<file path="config.mk">
export PLATFORM = sky130hd
export DESIGN_NAME = fifo_sync_param
export DESIGN_NICKNAME = d
export VERILOG_FILES = /design/src/rtl/fifo_pkg.sv /design/src/rtl/fifo_mem.sv /design/src/rtl/fifo_sync_param.sv
export SDC_FILE = /design/constraint.sdc
export NUM_CORES = 1
export LEC_CHECK = 0
export CORE_UTILIZATION = 46
export CTS_BUF_LIST = sky130_fd_sc_hd__clkbuf_4 sky130_fd_sc_hd__clkbuf_8
export DETAILED_ROUTE_END_ITERATION = 12
export HOLD_SLACK_MARGIN = 0.03
export MAX_ROUTING_LAYER = met4
export SLEW_MARGIN = 15
export SYNTH_ARGS = -nofsm -noshare
export SYNTH_HDL_FRONTEND = slang
export SYNTH_HIERARCHICAL = 1
export SYNTH_SLANG_ARGS = --single-unit
</file>
<file path="constraint.sdc">
create_clock -name clk -period 3 [get_ports clk]
set_clock_uncertainty 0.05 [all_clocks]
set_input_delay 0.3 -clock clk [delete_from_list [all_inputs] [get_ports clk]]
set_output_delay 0.3 -clock clk [all_outputs]
set_load 0.03 [all_outputs]
</file>
<file path="src/rtl/fifo_pkg.sv">
// ---------------------------------------------------------------------------
// fifo_pkg: shared definitions for the parametrised synchronous FIFO.
//   PTR_W(depth)    : pointer width for a power-of-2 depth.
//   FIFO_MODE_STD   : registered read mode selector value.
//   FIFO_MODE_FWFT  : first-word-fall-through read mode selector value.
// ---------------------------------------------------------------------------
package fifo_pkg;

   localparam int unsigned FIFO_MODE_STD  = 0;
   localparam int unsigned FIFO_MODE_FWFT = 1;

   // Pointer width; occupancy count is one bit wider to represent DEPTH.
   function automatic int unsigned PTR_W(input int unsigned depth);
      return $clog2(depth);
   endfunction

endpackage

</file>
<file path="src/rtl/fifo_mem.sv">
// ---------------------------------------------------------------------------
// fifo_mem: DATA_W x DEPTH storage, one synchronous write port and one
// asynchronous read port. Contents are intentionally not reset.
//   clk   in  clock
//   we    in  write enable
//   waddr in  write address
//   wdata in  write data
//   raddr in  read address
//   rdata out read data (combinational from raddr)
// ---------------------------------------------------------------------------
module fifo_mem
   import fifo_pkg::*;
#(
   parameter int unsigned DATA_W = 8,
   parameter int unsigned DEPTH  = 16
) (
   input  logic                      clk,
   input  logic                      we,
   input  logic [PTR_W(DEPTH)-1:0]   waddr,
   input  logic [DATA_W-1:0]         wdata,
   input  logic [PTR_W(DEPTH)-1:0]   raddr,
   output logic [DATA_W-1:0]         rdata
);

   logic [DATA_W-1:0] mem_q [DEPTH];

   // Write port
   always_ff @(posedge clk) begin
      if (we) begin
         mem_q[waddr] <= wdata;
      end
   end

   // Asynchronous read port
   assign rdata = mem_q[raddr];

endmodule

</file>
<file path="src/rtl/fifo_sync_param.sv">
// ---------------------------------------------------------------------------
// fifo_sync_param: parametrised single-clock FIFO with occupancy count,
// programmable almost-full/almost-empty flags, sticky error flags and a
// selectable registered or first-word-fall-through read mode.
//   clk          in  clock, rising edge
//   rst          in  asynchronous active-high reset
//   wr_en        in  write request
//   d_in         in  write data
//   rd_en        in  read request (acknowledge in FWFT mode)
//   clr_err      in  synchronous clear of overflow/underflow
//   d_out        out read data
//   d_valid      out d_out holds valid data
//   full         out count == DEPTH
//   empty        out count == 0
//   almost_full  out count >= AF_THRESH
//   almost_empty out count <= AE_THRESH
//   count        out occupancy 0..DEPTH
//   overflow     out sticky: write attempted while full
//   underflow    out sticky: read attempted while empty
// ---------------------------------------------------------------------------
module fifo_sync_param
   import fifo_pkg::*;
#(
   parameter int unsigned DATA_W    = 8,
   parameter int unsigned DEPTH     = 16,
   parameter int unsigned AF_THRESH = 12,
   parameter int unsigned AE_THRESH = 2,
   parameter int unsigned FWFT      = 0
) (
   input  logic                    clk,
   input  logic                    rst,
   input  logic                    wr_en,
   input  logic [DATA_W-1:0]       d_in,
   input  logic                    rd_en,
   input  logic                    clr_err,
   output logic [DATA_W-1:0]       d_out,
   output logic                    d_valid,
   output logic                    full,
   output logic                    empty,
   output logic                    almost_full,
   output logic                    almost_empty,
   output logic [PTR_W(DEPTH):0]   count,
   output logic                    overflow,
   output logic                    underflow
);

   localparam int unsigned PW = PTR_W(DEPTH);
   localparam int unsigned CW = PW + 1;

   logic [PW-1:0]     wr_ptr_q, wr_ptr_d;
   logic [PW-1:0]     rd_ptr_q, rd_ptr_d;
   logic [CW-1:0]     count_q, count_d;
   logic              ovf_q, ovf_d;
   logic              unf_q, unf_d;
   logic              full_c, empty_c;
   logic              wr_acc, rd_acc;
   logic [DATA_W-1:0] rdata;

   // Status flags decoded from the registered count
   assign full_c       = (count_q == CW'(DEPTH));
   assign empty_c      = (count_q == CW'(0));
   assign full         = full_c;
   assign empty        = empty_c;
   assign almost_full  = (count_q >= CW'(AF_THRESH));
   assign almost_empty = (count_q <= CW'(AE_THRESH));
   assign count        = count_q;
   assign overflow     = ovf_q;
   assign underflow    = unf_q;

   // Accept decisions use the pre-edge flags, so full/empty never bypass
   assign wr_acc = wr_en & ~full_c;
   assign rd_acc = rd_en & ~empty_c;

   // Next-state for pointers, count and sticky errors
   always_comb begin
      wr_ptr_d = wr_ptr_q;
      rd_ptr_d = rd_ptr_q;
      count_d  = count_q;
      if (wr_acc) wr_ptr_d = wr_ptr_q + PW'(1);
      if (rd_acc) rd_ptr_d = rd_ptr_q + PW'(1);
      case ({wr_acc, rd_acc})
         2'b10:   count_d = count_q + CW'(1);
         2'b01:   count_d = count_q - CW'(1);
         default: count_d = count_q;
      endcase
      // A set event in the same cycle as clr_err wins
      ovf_d = (ovf_q & ~clr_err) | (wr_en & full_c);
      unf_d = (unf_q & ~clr_err) | (rd_en & empty_c);
   end

   // State registers
   always_ff @(posedge clk or posedge rst) begin
      if (rst) begin
         wr_ptr_q <= '0;
         rd_ptr_q <= '0;
         count_q  <= '0;
         ovf_q    <= 1'b0;
         unf_q    <= 1'b0;
      end else begin
         wr_ptr_q <= wr_ptr_d;
         rd_ptr_q <= rd_ptr_d;
         count_q  <= count_d;
         ovf_q    <= ovf_d;
         unf_q    <= unf_d;
      end
   end

   fifo_mem #(
      .DATA_W (DATA_W),
      .DEPTH  (DEPTH)
   ) u_mem (
      .clk   (clk),
      .we    (wr_acc),
      .waddr (wr_ptr_q),
      .wdata (d_in),
      .raddr (rd_ptr_q),
      .rdata (rdata)
   );

   // Read-mode output stage
   if (FWFT == FIFO_MODE_FWFT) begin : g_fwft
      // Head word is presented directly; rd_en only acknowledges it
      assign d_out   = rdata;
      assign d_valid = ~empty_c;
   end else begin : g_std
      logic [DATA_W-1:0] dout_q, dout_d;
      logic              dvalid_q, dvalid_d;

      always_comb begin
         dout_d   = dout_q;
         dvalid_d = rd_acc;
         if (rd_acc) dout_d = rdata;
      end

      always_ff @(posedge clk or posedge rst) begin
         if (rst) begin
            dout_q   <= '0;
            dvalid_q <= 1'b0;
         end else begin
            dout_q   <= dout_d;
            dvalid_q <= dvalid_d;
         end
      end

      assign d_out   = dout_q;
      assign d_valid = dvalid_q;
   end

endmodule

</file>
==> flow_summary.toml <==
[outcome]
status = "complete, no violations"

[cts]
cts_buffers = 17
clk_latency_ns = 0.44
clk_pin_slew_ns = 0.08
cts_tree = "built"
cts_root_buffer = "clkbuf_8"
post-cts-setup-buffers = 0
h-tree-depth = 4
clock_sinks = 152
cts_hold_buf = 0
cts_resized = 0
cts.path.max_buffers = 2

[timing]
fmax_ghz = 0.3998
whs_ns = 0.3323
setup_ws_ns = 0.4989
period_share_pct = 83.37
finalSetupViolations = 0
relSlewSlack_pct = 34.82
rsz0062_at_grt = "no"
hold_viol_final = 0
fin_crit_ns = 2.501
tightest_slew_ns = 0.9767
slew_violations = 0
fin_setup_tns_ns = 0

[critical_path]
crit_required_ns = 2.65
arrival_ns = 2.15
start_kind = "flip-flop"
reg2reg_setup_slack_ns = 0.57
worstSetupPathType = "reg2out"
crit_fanout = 11
cpMaxStageDelayCell = "clkdlybuf4s50_1"
end_kind = "primary output"
cp_cell_sequence = "nor3_2 > a21boi_0 > clkdlybuf4s50_1"
timing.rr.start = "count[2]"
worst_r2r_path_depth = 10
rr_endpoint = "count[2]"
critPathMaxStageDelay_ns = 0.69

[placed_design]
portBuffers = 32
pre_cts_ws_ns = 0.5855
placedCellCount = 525
place_area_sq_um = 6778
gp_congestion = 0.7981
dp_hpwl_microns = 7722

[floorplanning]
core_sq_um = 13190
io_pins = 33
start_util_pct = 46.95
die_area_sq_um = 13930
die_h_microns = 118.0
core.rowCount = 42
die_w_microns = 118.0

[power_and_ir_drop]
p_clk_share_pct = 23.2
p_seq_share_pct = 43.3
power_leakage_nw = 2.498
internal_power_mw = 4.592
power.density_nw_per_um2 = 944.1
p_sw_mw = 2.182
vdd_drop_max_mv = 0.4647
sw_frac_of_total_pct = 32.21
pwr-share-comb_pct = 33.6

[route]
drc = 0
via_per_inst = 5.500
first_pass_iters = 4
wl_per_cell_microns = 21.93
drtAntennaViolNets = 0
routed_wl_microns = 12190
first_iter_violations = 240
vias = 3058

[global_routing]
grt_max_degree = 36
grt_overflow_total = 0
grt_usage_pct = 19.77
grt_pass1_wl_microns = 18950
antenna_found_initial = 0
grt_pass1_vias = 3043

[run]
cap_violations = 0

[synthesis]
synthDistinctLibCells = 43
synth_ff_type = "edfxtp_1"
synth_area_leaders = "edfxtp_1 62%, dfrtp_1 9.7%, mux4_2 6.5%, mux4_1 5.9%, a22oi_1 1.9%"
syn_avg_cell_area_sq_um = 19.91
yosys_register_bits = 152
yosys_warnings = 6
synthesis.nets = 329
synthCells = 311
synth_edf_count = 128
synth_top_area_share_pct = 62.07
synthArstFlopShare_pct = 15.79
ys_seq_area_share_pct = 71.77
syn_area_sq_um = 6192
synth_area_leader_cell = "edfxtp_1"

[finish]
multi_input_area_sq_um = 1615
final_cell_area_sq_um = 7176
num-fill-cells = 1046
diodes = 0
seqCellArea_sq_um = 4446
final_cell_mix = "128 x edfxtp_1, 32 x clkdlybuf4s50_1, 23 x dfrtp_1, 19 x buf_4, 18 x mux4_2"
syn_to_final_growth_pct = 15.88
fin_cells = 556
layout-drive-gt1-share_pct = 22.89
nNetsFinal = 386
final_common_cell = "edfxtp_1"

[hold_path]
hp-class = "in2async"
-- per-stage QoR --
step | util (%) | total power, mW
2_1_floorplan | - | 4.543
3_3_place_gp | 51.38 | 5.248
3_5_place_dp | 51.38 | 5.273
4_1_cts | 54.40 | 6.849
5_1_grt | 54.40 | 7.110
6_report | 54.40 | 6.775
-- power by group through the flow --
stage | Sequential (mW) | Combinational, mW | Clock (mW)
after floorplan | 3.06 | 1.48 | 0
after global placement | 2.97 | 2.28 | 0
after detailed placement | 2.98 | 2.29 | 0
after CTS | 2.94 | 2.30 | 1.61
after global routing | 2.99 | 2.43 | 1.69
final | 2.93 | 2.27 | 1.57
-- logic make-up after synthesis --
kind of cell    Yosys count  share of synthesized area (%)
flops                   152                          71.77
compound gates           30                          3.476
mux                      43                          14.91
fa+ha+maj                 5                          1.010
simple gates             52                          4.870
buf+inv                  17                          2.142
xor+xnor                 12                          1.819
-- synth_stat cells, types with 2 or more instances --
master           instances
and2_1                   2
edfxtp_1               128
inv_1                    2
buf_2                    5
xor2_1                   7
nor2_1                  15
a22o_1                   2
buf_6                    5
mux4_2                  18
nand3_1                  2
nand2b_1                 2
a21oi_1                  3
mux2_4                   7
nor2b_1                  3
mux2_2                   4
a21o_1                   2
xnor2_1                  4
a22oi_1                 16
nand3b_1                 3
nor3_1                   4
dfrtp_1                 24
clkdlybuf4s25_2          3
mux4_1                  14
o21ai_0                  3
ha_1                     5
nand2_1                 11
-- registers in the layout (all words and copies together) (netlist names) --
signal and flops:
count 5, rd_ptr_q 4, d_out 8, u_mem/mem_q 128, d_valid 1, underflow 1
wr_ptr_q 4, overflow 1
-- worst max-delay path by stage --
stage               startpoint           endpoint  slack, ns  cells after the start
global route          count[2]       almost_empty       0.37                      3
global placement      count[2]           count[4]       0.62                     10
finish                count[2]       almost_empty       0.50                      3
detailed placement    count[2]           count[2]       0.59                     10
CTS                   count[2]       almost_empty       0.44                      3
floorplan             count[1]  u_mem/mem_q[0][0]       0.21                      7
-- worst max-delay path: cells and delay by family (launching register included) --
| kind | cells | cell delay, ns |
|---|---|---|
| compound gates | 1 | 0.20 |
| buf+inv | 1 | 0.69 |
| flops | 1 | 0.51 |
| simple gates | 1 | 0.30 |
-- area by class of cell --
type / instances / share of cell area, %
inverter: 3 / 0.1918
clock buffer: 22 / 3.784
tap: 176 / 3.069
multi-input combinational: 142 / 22.51
clock inverter: 9 / 1.761
timing repair buffer: 52 / 6.731
sequential: 152 / 61.95
-- metal layers --
metal	up-vias	wire length, microns	part of all wire, %	GRT usage (%)
met5	-	0	0	-
met4	0	85	0.70	6.731
met3	9	429	3.5	5.087
met2	70	5879	48	28.90
met1	1605	5796	48	27.10
li1	1374	-	-	-
Power figures use the tool's default switching activity.
